==> config.mk <==
export PLATFORM = sky130hd
export DESIGN_NAME = dmem_arbiter
export DESIGN_NICKNAME = d
export VERILOG_FILES = /design/src/rtl/dmem_arbiter.sv
export SDC_FILE = /design/constraint.sdc
export NUM_CORES = 1
export LEC_CHECK = 0
export BUFFER_PORTS_ARGS = -buffer_cell sky130_fd_sc_hd__buf_4
export CORE_AREA = 2 2 127 129
export DETAILED_ROUTE_END_ITERATION = 10
export DIE_AREA = 0 0 129 131
export PLACE_DENSITY = 0.47
export SYNTH_ARGS = -nofsm -noshare
export SYNTH_HDL_FRONTEND = slang
export SYNTH_SLANG_ARGS = --single-unit
==> constraint.sdc <==
create_clock -name clk -period 1.91 [get_ports clk]
set_clock_uncertainty 0.2 [all_clocks]
set_input_delay 0 -clock clk [delete_from_list [all_inputs] [get_ports clk]]
set_output_delay 0 -clock clk [all_outputs]
set_load 0.01 [all_outputs]
==> src/rtl/dmem_arbiter.sv <==
// dmem_arbiter: shares the single-port data RAM between the pipeline MEM
// stage (core) and the debug/loader port (dbg). One RAM access is issued per
// cycle. Read data comes back one cycle later and is flagged valid only to the
// requester that issued the read. The core normally wins. A debug requester
// that has been denied STARVE_MAX cycles in a row is forced ahead once.
module dmem_arbiter #(
  parameter int ADDR_W     = 32,
  parameter int STARVE_MAX = 4,
  parameter int CNT_W      = 16
) (
  input  logic              clk,
  input  logic              rst,          // asynchronous, active-low

  input  logic              core_req,
  input  logic              core_we,
  input  logic [ADDR_W-1:0] core_addr,
  input  logic [31:0]       core_wdata,
  input  logic [2:0]        core_ubhw,
  output logic              core_stall,
  output logic              core_rvalid,
  output logic [31:0]       core_rdata,

  input  logic              dbg_req,
  input  logic              dbg_we,
  input  logic [ADDR_W-1:0] dbg_addr,
  input  logic [31:0]       dbg_wdata,
  input  logic [2:0]        dbg_ubhw,
  output logic              dbg_gnt,
  output logic              dbg_rvalid,
  output logic [31:0]       dbg_rdata,

  output logic [ADDR_W-1:0] ram_addr,
  output logic              ram_we,
  output logic [31:0]       ram_wdata,
  output logic [2:0]        ram_ubhw,
  input  logic [31:0]       ram_rdata,

  output logic [CNT_W-1:0]  conflict_cnt
);

  localparam int                  STARVE_W   = $clog2(STARVE_MAX + 1);
  localparam logic [STARVE_W-1:0] STARVE_LIM = STARVE_W'(STARVE_MAX);
  localparam logic [CNT_W-1:0]    CNT_SAT    = '1;

  // Which requester (if any) owns the read data arriving next cycle.
  typedef enum logic [1:0] {
    RD_NONE = 2'd0,
    RD_CORE = 2'd1,
    RD_DBG  = 2'd2
  } rd_owner_t;

  rd_owner_t           rd_owner_reg, rd_owner_next;
  logic [STARVE_W-1:0] starve_cnt_reg, starve_cnt_next;
  logic [CNT_W-1:0]    conflict_cnt_reg, conflict_cnt_next;

  logic force_dbg;
  logic core_gnt;
  logic dbg_gnt_int;

  // Grant selection: a starved dbg first, then core, then dbg. Nothing is
  // granted while reset is held, so no RAM write can slip through.
  always_comb begin
    force_dbg   = dbg_req & (starve_cnt_reg == STARVE_LIM);
    core_gnt    = 1'b0;
    dbg_gnt_int = 1'b0;
    if (rst) begin
      if (force_dbg) begin
        dbg_gnt_int = 1'b1;
      end else if (core_req) begin
        core_gnt = 1'b1;
      end else if (dbg_req) begin
        dbg_gnt_int = 1'b1;
      end
    end
  end

  // RAM request mux. The core fields are the idle default, and only the
  // write enable has to be qualified by a grant.
  always_comb begin
    ram_addr  = core_addr;
    ram_wdata = core_wdata;
    ram_ubhw  = core_ubhw;
    ram_we    = core_gnt & core_we;
    if (dbg_gnt_int) begin
      ram_addr  = dbg_addr;
      ram_wdata = dbg_wdata;
      ram_ubhw  = dbg_ubhw;
      ram_we    = dbg_we;
    end
  end

  // Read-owner next state: a granted load claims the next cycle's RAM data.
  // Writes and idle cycles leave no owner.
  always_comb begin
    rd_owner_next = RD_NONE;
    if (core_gnt && !core_we) begin
      rd_owner_next = RD_CORE;
    end else if (dbg_gnt_int && !dbg_we) begin
      rd_owner_next = RD_DBG;
    end
  end

  // Starvation and conflict statistics next state.
  always_comb begin
    starve_cnt_next = '0;
    if (dbg_req && !dbg_gnt_int && (starve_cnt_reg != STARVE_LIM)) begin
      starve_cnt_next = starve_cnt_reg + STARVE_W'(1);
    end else if (dbg_req && !dbg_gnt_int) begin
      starve_cnt_next = starve_cnt_reg;
    end

    conflict_cnt_next = conflict_cnt_reg;
    if (core_req && dbg_gnt_int && (conflict_cnt_reg != CNT_SAT)) begin
      conflict_cnt_next = conflict_cnt_reg + CNT_W'(1);
    end
  end

  // Read-owner state register. Reset drops any read that is still in flight.
  always_ff @(posedge clk or negedge rst) begin
    if (!rst) begin
      rd_owner_reg <= RD_NONE;
    end else begin
      rd_owner_reg <= rd_owner_next;
    end
  end

  // Counter registers.
  always_ff @(posedge clk or negedge rst) begin
    if (!rst) begin
      starve_cnt_reg   <= '0;
      conflict_cnt_reg <= '0;
    end else begin
      starve_cnt_reg   <= starve_cnt_next;
      conflict_cnt_reg <= conflict_cnt_next;
    end
  end

  assign core_stall   = core_req & ~core_gnt;
  assign dbg_gnt      = dbg_gnt_int;
  assign core_rvalid  = (rd_owner_reg == RD_CORE);
  assign dbg_rvalid   = (rd_owner_reg == RD_DBG);
  assign core_rdata   = ram_rdata;
  assign dbg_rdata    = ram_rdata;
  assign conflict_cnt = conflict_cnt_reg;

endmodule

Word-level counts from Yosys, hierarchy flattened

Cells that the tools add are included.

Register bits: 21
Input port bits: 172
Output and inout port bits: 152

$add $sub $neg: 2
Equal/unequal tests: 6
Multiplexer cells: 15
Bitwise logic cells: 4
Reduce and logical (&&, ||, !) cells: 9

Operators by type and width:

| operator                | number |
|---|---|
| $mux W32                | 2 |
| $add A16 B1 Y16 const B | 1 |
| $ne A16 B16 Y1 const B  | 1 |
| $mux W3                 | 3 |
| $mux W1                 | 8 |
| $logic_and A1 B1 Y1     | 6 |
| $mux W2                 | 2 |
| $add A3 B1 Y3 const B   | 1 |
| $and A1 B1 Y1           | 3 |
| $eq A3 B3 Y1 const B    | 1 |
| $logic_not A1 Y1        | 3 |
| $ne A3 B3 Y1 const B    | 1 |
| $eq A2 B1 Y1 const B    | 1 |
| $eq A2 B2 Y1 const B    | 1 |
| $ne A2 B1 Y1 const B    | 1 |
| $not A1 Y1              | 1 |

Depth between registers and ports, before layout

Gate-level depths: netlist of the first run.

Word-level depth: 8
Mapped depth: 8
Gate-level depth less buffers: 6

Least setup slack after synthesis of the first run

No wires, ideal clock.

Path type: register to register
Start point: register starve_cnt_reg[0]
End point: register conflict_cnt_reg[15] (netlist: conflict_cnt[15])
Library setup time: 0.128 ns
Arrival: 1.659 ns
Data required time: 1.582 ns
Setup slack: -0.076 ns
Cell stages (with the launch flop): 7
Buffers on the path: 0
Cell sequence: dfrtp_1 > inv_1 > ha_1 > nand3_2 > nor4_4 > nand4_1 > mux2_1

Cells in the longest elaborated chain, start to end: 6

RTL lines:

| element                          | RTL line | source |
|---|---|---|
| start, declared                  | 53       | `logic [STARVE_W-1:0] starve_cnt_reg, starve_cnt_next;` |
| start signal, assigned           | 133      | `starve_cnt_reg <= starve_cnt_next;` |
| $eq A3 B3 Y1                     | 63       | `force_dbg = dbg_req & (starve_cnt_reg == STARVE_LIM);` |
| $and A1 B1 Y1                    | 63       |  |
| $mux W1                          | 67       | `if (force_dbg) begin` |
| $mux W1                          | 66       | `if (rst) begin` |
| $logic_and A1 B1 Y1 (2 in a row) | 113      | `if (core_req && dbg_gnt_int && (conflict_cnt_reg != CNT_SAT)) begin` |
| end signal, assigned             | 134      | `conflict_cnt_reg <= conflict_cnt_next;` |
| end, declared                    | 54       | `logic [CNT_W-1:0] conflict_cnt_reg, conflict_cnt_next;` |

No other way between the ends.
A chain may end at the register's enable or synchronous reset.

Worst setup path in the final report of the first run

Start point: register starve_cnt_reg[0]
End point: output ram_addr[20]

Cells in the longest elaborated chain, start to end: 5

RTL lines:

| element       | RTL line | source |
|---|---|---|
| $eq A3 B3 Y1  | 63       |  |
| $and A1 B1 Y1 | 63       |  |
| $mux W1       | 67       |  |
| $mux W1       | 66       |  |
| $mux W32      | 84       | `if (dbg_gnt_int) begin` |
| end, declared | 32       | `output logic [ADDR_W-1:0] ram_addr,` |

No other way between the ends.

==> results.py, run 1 <==
metrics = {
    "floorplanning": {
        "initial_core_util": 0.157,
        "die-height_um": 131,
        "row_count": 46,
        "dieWidth_um": 129,
        "coreArea_mm2": 0.0156,
        "io_pins": 324,
        "dieArea_mm2": 0.0169,
    },
    "synthesis": {
        "netlist_top_cells_area": "mux2_2 28%, dfrtp_1 22%, buf_4 20%",
        "yosysTopAreaCellShare": 0.281,
        "yosysTopAreaCell": "mux2_2",
        "syn_nets": 423,
        "ys_seq_area_frac": 0.215,
        "synth_common_cells": "65 x buf_4, 61 x mux2_2, 21 x dfrtp_1, 13 x mux2_1, 9 x nand2_1",
        "synth.most_common_cell": "buf_4",
        "synth_area_mm2": 0.00244,
        "yosys_register_bits": 21,
        "synthFlopType": "dfrtp_1",
        "synth_edf_count": 0,
        "synthCells": 248,
        "ys_async_sr_fraction": 1.00,
        "avgSynthCellArea_um2": 9.85,
        "ys_warn_count": 0,
        "synth_cell_types": 37,
    },
    "clocking": {
        "tritoncts_num_sinks": 21,
        "htreeDepth": 1,
        "cts_buffers": 3,
        "cts_root_buffer": "clkbuf_16",
        "cts_tree": "built",
        "clk_pin_slew_ps": 60,
        "insertion_delay_ps": 250,
        "clockBufferDepth": 2,
    },
    "routing": {
        "routedWlPerCell_um": 16.5,
        "via_per_inst": 3.87,
        "drtIter0Drc": 64,
        "via_count": 2725,
        "drc": 0,
        "routed_wirelength_um": 11600,
        "dr.pass1.iters": 4,
        "antenna_left": 0,
    },
    "place": {
        "io_buffers": 227,
        "gp_congestion": 0.870,
        "placed_area_mm2": 0.00410,
        "hpwl_um": 8840,
        "dp_cells": 644,
    },
    "critical_path": {
        "crit_slowest_cell": "dfrtp_1",
        "max_stage_delay_ps": 400,
        "cp_common_cell": "nand2_4",
        "critPathMaxFanout": 15,
        "worstPathCellList": "inv_2, ha_4, nand2_4, a21boi_4, nand2_4, buf_12, clkbuf_16, mux2_2, buf_4",
        "arrival_ps": 1970,
        "required_ps": 1710,
        "worst-setup-path-type": "reg2out",
        "start_kind": "flop",
        "worst_setup_path_end_kind": "output port",
        "cp_num_buf_inv": 4,
        "critPathTopFamily": "buffers and inverters",
    },
    "final_layout": {
        "design_area_mm2": 0.00504,
        "area_growth_pct": 106,
        "finalNonFillerCells": 704,
        "antenna_cells": 0,
        "final_util": 0.323,
        "finalNetCount": 664,
        "largest_reg_flops": 16,
        "drive_gt1_frac": 0.732,
    },
    "timing": {
        "worst_hold_slack_ps": 98.9,
        "worst_slack_ps": -261,
        "period_share": 1.14,
        "fin_crit_ps": 2170,
        "rsz0062_at_grt": "yes",
        "hold_violations": 0,
        "slew_headroom": 0.621,
        "fmax_mhz": 461,
        "tightestPinTransition_ps": 567,
        "final_max_slew_viol_count": 0,
        "finalSetupViolCount": 84,
    },
    "global_route": {
        "antenna_found_initial": 0,
        "grt_usage": 0.119,
        "grt_pass1_wl_um": 15700,
        "grt_start_max_net_pins": 31,
        "grt_overflow": 0,
        "grt_pass1_vias": 2796,
    },
    "power": {
        "finalPower_mw": 1.85,
        "vdd_ir_drop_max_v": 0.000273,
        "p_leak_nw": 2.54,
        "powerDensity_mw_per_mm2": 367,
    },
    "status": {
        "outcome": "complete, but fails checks",
        "violations": "negative setup slack",
    },
    "worst_hold_path": {
        "hp-class": "in2out",
    },
    "job": {
        "maxCapViolCount": 0,
    },
}
-- kinds of logic after synthesis --
kind of cell | after synthesis | share of synthesized area
and+or+nand+nor | 51 | 0.140
buffers and inverters | 76 | 0.223
DFF | 21 | 0.215
AOI/OAI and AO/OA | 17 | 0.0436
muxes | 74 | 0.341
adders and majority gates | 3 | 0.0154
xor gates and xnor gates | 6 | 0.0215
-- layout by cell type (no fill, tap or decap), types with 3 or more instances in the layout --
master         count
a21oi_1            6
nor2b_1            6
nand3_1            3
nand4_1            4
and4b_1            3
clkbuf_16          5
dlygate4sd3_1     38
buf_6             29
buf_4            231
dfrtp_1           21
mux2_1             5
nor2_1             7
buf_16             4
mux2_4            13
nor3_1             4
xnor2_1            4
o21ai_0            3
mux2_2            56
buf_12             3
nand2_1            7
-- per-layer routing --
metal / vias up / part of all wire / GRT usage
met4: 0 / 0.0044 / 0.00767
met3: 4 / 0.078 / 0.0371
met1: 1302 / 0.38 / 0.138
met2: 119 / 0.54 / 0.226
met5: - / 0 / 0
li1: 1300 / - / -
-- stage by stage --
step                setup slack [ps]  setup TNS (ps)
floorplan                      -27.1           -48.1
global placement               -98.6           -2790
detailed placement              -126           -3940
CTS                             -279          -17470
global route                    -318          -21670
finish                          -261          -15980
-- repair_timing --
| item | 4_1_cts | 5_1_grt |
|---|---|---|
| setup endpoints to repair | 78 | 87 |
| cloned | 4 | 2 |
| hold buffers | 37 | 3 |
| gates resized for setup | 52 | 12 |
| hold endpoints to repair | 90 | 15 |
| buffers inserted | 9 | 3 |
| pin swaps | 3 | 0 |
-- worst paths after layout --
check | to | cells after the start | slack [ps] | start
setup reg to reg | conflict_cnt[1]$_DFFE_PN0P_ | 8 | -220 | starve_cnt_reg[0]$_DFFE_PN0P_
setup / recovery | ram_addr[20] | 9 | -260 | starve_cnt_reg[0]$_DFFE_PN0P_
hold / removal | ram_addr[24] | 3 | 100 | core_addr[24]
max in group asynchronous | rd_owner_reg[1]$_DFF_PN0_ | 4 | 710 | rst
min in group asynchronous | conflict_cnt[15]$_DFFE_PN0P_ | 3 | 370 | rst
hold reg to reg | conflict_cnt[10]$_DFFE_PN0P_ | 1 | 320 | conflict_cnt[10]$_DFFE_PN0P_
-- area by class of cell --
type,instances,area (um2)
fill,1653,10600
timing repair buffer,308,2670
clock inverter,1,5.00
sequential,21,526
tap,216,270
clock buffer,3,75.1
multi-input combinational,151,1470
inverter,4,17.5
-- worst min-delay path, stage by stage --
cell and delay [ps]:
buf_4 80, mux2_4 130, buf_6 90
-- where the power goes --
group          switching, mW  internal [mW]
combinational          0.354          0.581
sequential           0.00613          0.453
clock                  0.173          0.281
(Power assumes the default switching activity.)
==> run 2: changes to the inputs <==
==> constraint.sdc (replaced) <==
create_clock -name clk -period 1.91 [get_ports clk]
set_clock_uncertainty 0.2 [all_clocks]
set_input_delay 0.382 -clock clk [delete_from_list [all_inputs] [get_ports clk]]
set_output_delay 0.382 -clock clk [all_outputs]
set_load 0.01 [all_outputs]
==> results.py, run 2 (synthesis gave the netlist of run 1 again) <==
metrics = {
    "routing": {
        "antenna_left": 0,
        "drc": 0,
        "via_per_inst": 3.90,
        "routedWlPerCell_um": 17.5,
        "routed_wirelength_um": 11700,
        "drtIter0Drc": 70,
        "via_count": 2595,
        "dr.pass1.iters": 4,
    },
    "timing": {
        "fmax_mhz": 405,
        "fin_tns_setup_ps": -36420,
        "finalSetupViolCount": 84,
        "tightestPinTransition_ps": 339,
        "final_max_slew_viol_count": 0,
        "worst_hold_slack_ps": 89.7,
        "slew_headroom": 0.772,
        "worst_slack_ps": -557,
        "hold_violations": 0,
        "fin_crit_ps": 2470,
        "period_share": 1.29,
        "rsz0062_at_grt": "yes",
    },
    "final_layout": {
        "final_util": 0.302,
        "layout_commonest_cell": "buf_4",
        "largest_reg_flops": 16,
        "finalNetCount": 626,
        "mostFrequentLayoutCells": "229 x buf_4, 59 x mux2_2, 34 x buf_6",
        "drive_gt1_frac": 0.822,
        "design_area_mm2": 0.00470,
        "fillers": 1680,
        "antenna_cells": 0,
        "area_growth_pct": 92.6,
    },
    "place": {
        "io_buffers": 227,
        "gp_congestion": 0.815,
        "placed_area_mm2": 0.00417,
        "hpwl_um": 9640,
    },
    "worst_hold_path": {
        "hp-class": "in2reg",
    },
    "status": {
        "outcome": "complete, but fails checks",
        "violations": "negative setup slack",
    },
    "critical_path": {
        "setup.worst_path.start": "starve_cnt_reg[1]$_DFFE_PN0P_",
        "reg2reg_slack_ps": -310,
        "critPathMaxFanout": 5,
        "worst_setup_path_end_kind": "output port",
        "arrival_ps": 1880,
        "max_stage_delay_ps": 390,
        "crit_slowest_cell": "dfrtp_1",
        "worstPathCellList": "inv_2, ha_4, nand2_4, a21boi_4, nand2_4, buf_12, clkbuf_16, mux2_2, buf_6",
        "required_ps": 1330,
        "cp_common_cell": "nand2_4",
        "reg2reg_to": "conflict_cnt[14]$_DFFE_PN0P_",
        "r2r_start": "starve_cnt_reg[1]$_DFFE_PN0P_",
        "start_kind": "flop",
        "worst-setup-path-type": "reg2out",
        "reg2reg_depth": 10,
        "endpoint": "ram_wdata[11]",
    },
    "floorplanning": {
        "coreArea_mm2": 0.0156,
        "dieArea_mm2": 0.0169,
        "io_pins": 324,
        "die-height_um": 131,
        "dieWidth_um": 129,
        "row_count": 46,
        "initial_core_util": 0.157,
    },
    "global_route": {
        "grt_start_max_net_pins": 29,
        "antenna_found_initial": 0,
        "grt_overflow": 0,
        "grt_pass1_vias": 2692,
        "grt_usage": 0.124,
        "grt_pass1_wl_um": 15700,
    },
    "power": {
        "clockPowerShare": 0.264,
        "power_frac_seq": 0.265,
        "internal-power_mw": 1.25,
        "powerDensity_mw_per_mm2": 368,
        "p_sw_mw": 0.483,
        "comb_power_share": 0.471,
        "p_leak_nw": 2.39,
        "swShare": 0.279,
        "finalPower_mw": 1.73,
        "vdd_ir_drop_max_v": 0.000244,
    },
    "clocking": {
        "insertion_delay_ps": 260,
        "cts_root_buffer": "clkbuf_16",
        "cts_tree": "built",
        "tritoncts_num_sinks": 21,
        "htreeDepth": 1,
        "clk_pin_slew_ps": 60,
        "clockBufferDepth": 2,
        "cts_buffers": 3,
    },
    "job": {
        "maxCapViolCount": 0,
    },
}
-- run 2: worst max-delay path: cells and delay by family (launching register included) --
kind            cells  cell delay, ps
fa+ha+maj           1             140
flops               1             390
compound gates      1             160
buf+inv             4             500
simple gates        2             150
mux                 1             280
-- run 2: what timing repair did --
item | in CTS | in global routing
pin swaps | 14 | 7
resized for setup | 48 | 23
buffers inserted | 9 | 0
setup endpoints to repair | 84 | 89
cloned | 2 | 1
endpoints found under the hold margin | 21 | 0
hold buffers | 1 | 0
-- run 2: how the worst min path moves through the flow --
stage / startpoint / end / slack (ps) / depth (start not counted)
2_1_floorplan: rst / conflict_cnt[0]$_DFFE_PN0P_ / -110 / 0
4_1_cts: dbg_we / rd_owner_reg[1]$_DFF_PN0_ / 80 / 2
5_1_grt: dbg_we / rd_owner_reg[1]$_DFF_PN0_ / 90 / 2
3_3_place_gp: rst / conflict_cnt[1]$_DFFE_PN0P_ / 130 / 2
6_report: dbg_we / rd_owner_reg[1]$_DFF_PN0_ / 90 / 2
3_5_place_dp: rst / conflict_cnt[2]$_DFFE_PN0P_ / 130 / 2
-- run 2: power by group through the flow --
| stage | sequential, mW | combinational [mW] | clock [mW] |
|---|---|---|---|
| after detailed placement | 0.467 | 0.728 | 0 |
| after global placement | 0.467 | 0.725 | 0 |
| final | 0.459 | 0.815 | 0.456 |
| after global routing | 0.460 | 0.861 | 0.491 |
| after CTS | 0.459 | 0.800 | 0.474 |
| after floorplan | 0.470 | 0.381 | 0 |
-- run 2: stage by stage --
step                setup WS (ps)  cells
floorplan                    -141    248
global placement             -326    649
detailed placement           -330    649
CTS                          -581    665
global route                 -646    666
finish                       -557    666
-- run 2: layout make-up --
class | count | area, um2 | area share
repair buffers | 270 | 2250 | 0.479
multi-input cells | 151 | 1560 | 0.331
flip-flops and latches | 21 | 526 | 0.112
well taps | 216 | 270 | 0.0575
clock buffers | 3 | 75.1 | 0.0160
inverters | 4 | 15.0 | 0.00319
clock inverters | 1 | 5.00 | 0.00106
-- run 2: layer usage --
layer,vias to the layer above,track usage,wire length [um]
li1,1218,-,-
met1,1226,0.162,4950
met2,151,0.205,5630
met3,0,0.0489,1080
met4,0,0.00575,0
met5,-,0,0
==> run 3: changes to the inputs <==
--- a/config.mk
+++ b/config.mk
@@ -6,10 +6,10 @@
 export NUM_CORES = 1
 export LEC_CHECK = 0
 export BUFFER_PORTS_ARGS = -buffer_cell sky130_fd_sc_hd__buf_4
-export CORE_AREA = 2 2 127 129
+export CORE_AREA = 2 2 125 127
 export DETAILED_ROUTE_END_ITERATION = 10
-export DIE_AREA = 0 0 129 131
-export PLACE_DENSITY = 0.47
+export DIE_AREA = 0 0 127 129
+export PLACE_DENSITY = 0.46
 export SYNTH_ARGS = -nofsm -noshare
 export SYNTH_HDL_FRONTEND = slang
 export SYNTH_SLANG_ARGS = --single-unit
==> constraint.sdc (replaced) <==
create_clock -name clk -period 2.9 [get_ports clk]
set_clock_uncertainty 0.2 [all_clocks]
set_input_delay 0.435 -clock clk [delete_from_list [all_inputs] [get_ports clk]]
set_output_delay 0.435 -clock clk [all_outputs]
set_load 0.1 [all_outputs]
==> results.py, run 3 (synthesis gave the netlist of run 1 again) <==
metrics = {
    "final_layout": {
        "fillers": 1629,
        "multiInputGateArea_mm2": 0.00139,
        "layout_commonest_cell": "buf_4",
        "area_growth_pct": 67.9,
        "seq_area_um2": 526,
        "mostFrequentLayoutCells": "215 x buf_4, 61 x mux2_2, 21 x dfrtp_1",
        "largest_reg_flops": 16,
        "drive_gt1_frac": 0.746,
        "antenna_cells": 0,
        "design_area_mm2": 0.00410,
        "finalNetCount": 590,
    },
    "timing": {
        "tightestPinTransition_ps": 467,
        "fmax_mhz": 353,
        "rsz0062_at_grt": "yes",
        "finalSetupViolCount": 0,
        "worst_hold_slack_ps": 137,
        "final_max_slew_viol_count": 0,
        "slew_headroom": 0.686,
        "fin_crit_ps": 2830,
        "period_share": 0.977,
        "hold_violations": 0,
    },
    "global_route": {
        "antenna_found_initial": 0,
        "grt_usage": 0.112,
        "grt_start_max_net_pins": 60,
        "grt_pass1_wl_um": 14400,
        "grt_overflow": 0,
        "grt_pass1_vias": 2508,
    },
    "clocking": {
        "cts_tree": "built",
        "clockBufferDepth": 2,
        "htreeDepth": 1,
        "insertion_delay_ps": 250,
        "tritoncts_num_sinks": 21,
        "cts_buffers": 3,
        "clk_pin_slew_ps": 60,
        "cts_root_buffer": "clkbuf_16",
    },
    "power": {
        "powerDensity_mw_per_mm2": 382,
        "finalPower_mw": 1.57,
        "p_leak_nw": 2.05,
        "vdd_ir_drop_max_v": 0.000235,
    },
    "critical_path": {
        "critPathTopFamily": "buffers and inverters",
        "cp_num_buf_inv": 3,
        "crit_slowest_cell": "dfrtp_1",
        "worstPathCellList": "inv_1, ha_2, nand2_1, a21boi_2, nand2_4, clkbuf_16, mux2_1, buf_4",
        "max_stage_delay_ps": 380,
        "start_kind": "flop",
        "worst-setup-path-type": "reg2out",
        "critPathMaxFanout": 15,
        "worst_setup_path_end_kind": "output port",
        "arrival_ps": 2200,
        "required_ps": 2270,
        "reg2reg_slack_ps": 650,
    },
    "worst_hold_path": {
        "hp-class": "in2reg",
    },
    "routing": {
        "highest-signal-layer": "met4",
        "routed-wl-met2_um": 4950,
        "dr.pass1.iters": 4,
        "routedWlPerCell_um": 17.0,
        "drtIter0Drc": 116,
        "antenna_left": 0,
        "m1WireLength_um": 4080,
        "drc": 0,
        "via_per_inst": 4.10,
        "via_count": 2469,
        "dr_wl_met3_um": 1150,
        "routed_wirelength_um": 10200,
    },
    "status": {
        "outcome": "completed",
    },
    "floorplanning": {
        "die-height_um": 129,
        "dieArea_mm2": 0.0164,
        "io_pins": 324,
        "initial_core_util": 0.163,
        "coreArea_mm2": 0.0150,
        "row_count": 45,
        "dieWidth_um": 127,
    },
    "place": {
        "placed_area_mm2": 0.00390,
        "io_buffers": 227,
        "hpwl_um": 8490,
        "gp_congestion": 0.801,
    },
    "job": {
        "maxCapViolCount": 0,
    },
}
## run 3: where the power goes
part | total, mW | switching [mW] | leakage [nW] | internal (mW)
combinational | 0.969 | 0.672 | 1.72 | 0.297
sequential | 0.303 | 0.00504 | 0.291 | 0.298
clock | 0.295 | 0.110 | 0.0409 | 0.185
total | 1.57 | 0.787 | 2.05 | 0.781
## run 3: metal layers
metal,up-vias,global-route usage
met5,-,0
met4,0,0.0123
met3,4,0.0557
met2,164,0.183
met1,1150,0.137
li1,1151,-
## run 3: final timing paths
kind | endpoint | cells after the start | from
min | rd_owner_reg[1]$_DFF_PN0_ | 2 | dbg_we
max in group asynchronous | conflict_cnt[0]$_DFFE_PN0P_ | 3 | rst
min in group asynchronous | conflict_cnt[14]$_DFFE_PN0P_ | 2 | rst
max reg2reg | conflict_cnt[15]$_DFFE_PN0P_ | 6 | starve_cnt_reg[0]$_DFFE_PN0P_
max | ram_addr[30] | 8 | starve_cnt_reg[0]$_DFFE_PN0P_
min reg2reg | conflict_cnt[10]$_DFFE_PN0P_ | 1 | conflict_cnt[10]$_DFFE_PN0P_
## run 3: final cells by class
class,instances,area share
Timing Repair Buffer,234,0.452
Multi-Input combinational cell,151,0.340
Sequential cell,21,0.128
Tap cell,188,0.0574
Clock buffer,3,0.0183
Inverter,4,0.00366
Clock inverter,1,0.00122
## run 3: metrics by stage
stage | setup TNS, ps | cells | worst slack (ps) | util
3_3_place_gp | 0 | 594 | 300 | 0.260
3_5_place_dp | 0 | 594 | 248 | 0.260
6_report | 0 | 602 | 65.8 | 0.274
5_1_grt | -513 | 602 | -30.6 | 0.274
4_1_cts | 0 | 599 | 6.45 | 0.268
2_1_floorplan | 0 | 248 | 143 | -
## run 3: repair_timing
action,CTS,global route
setup buffers,0,1
gates resized for setup,6,13
pin swaps,0,1
endpoints found under the hold margin,12,0
endpoints found under the setup margin,11,57
cloned,0,2
hold buffers,1,0
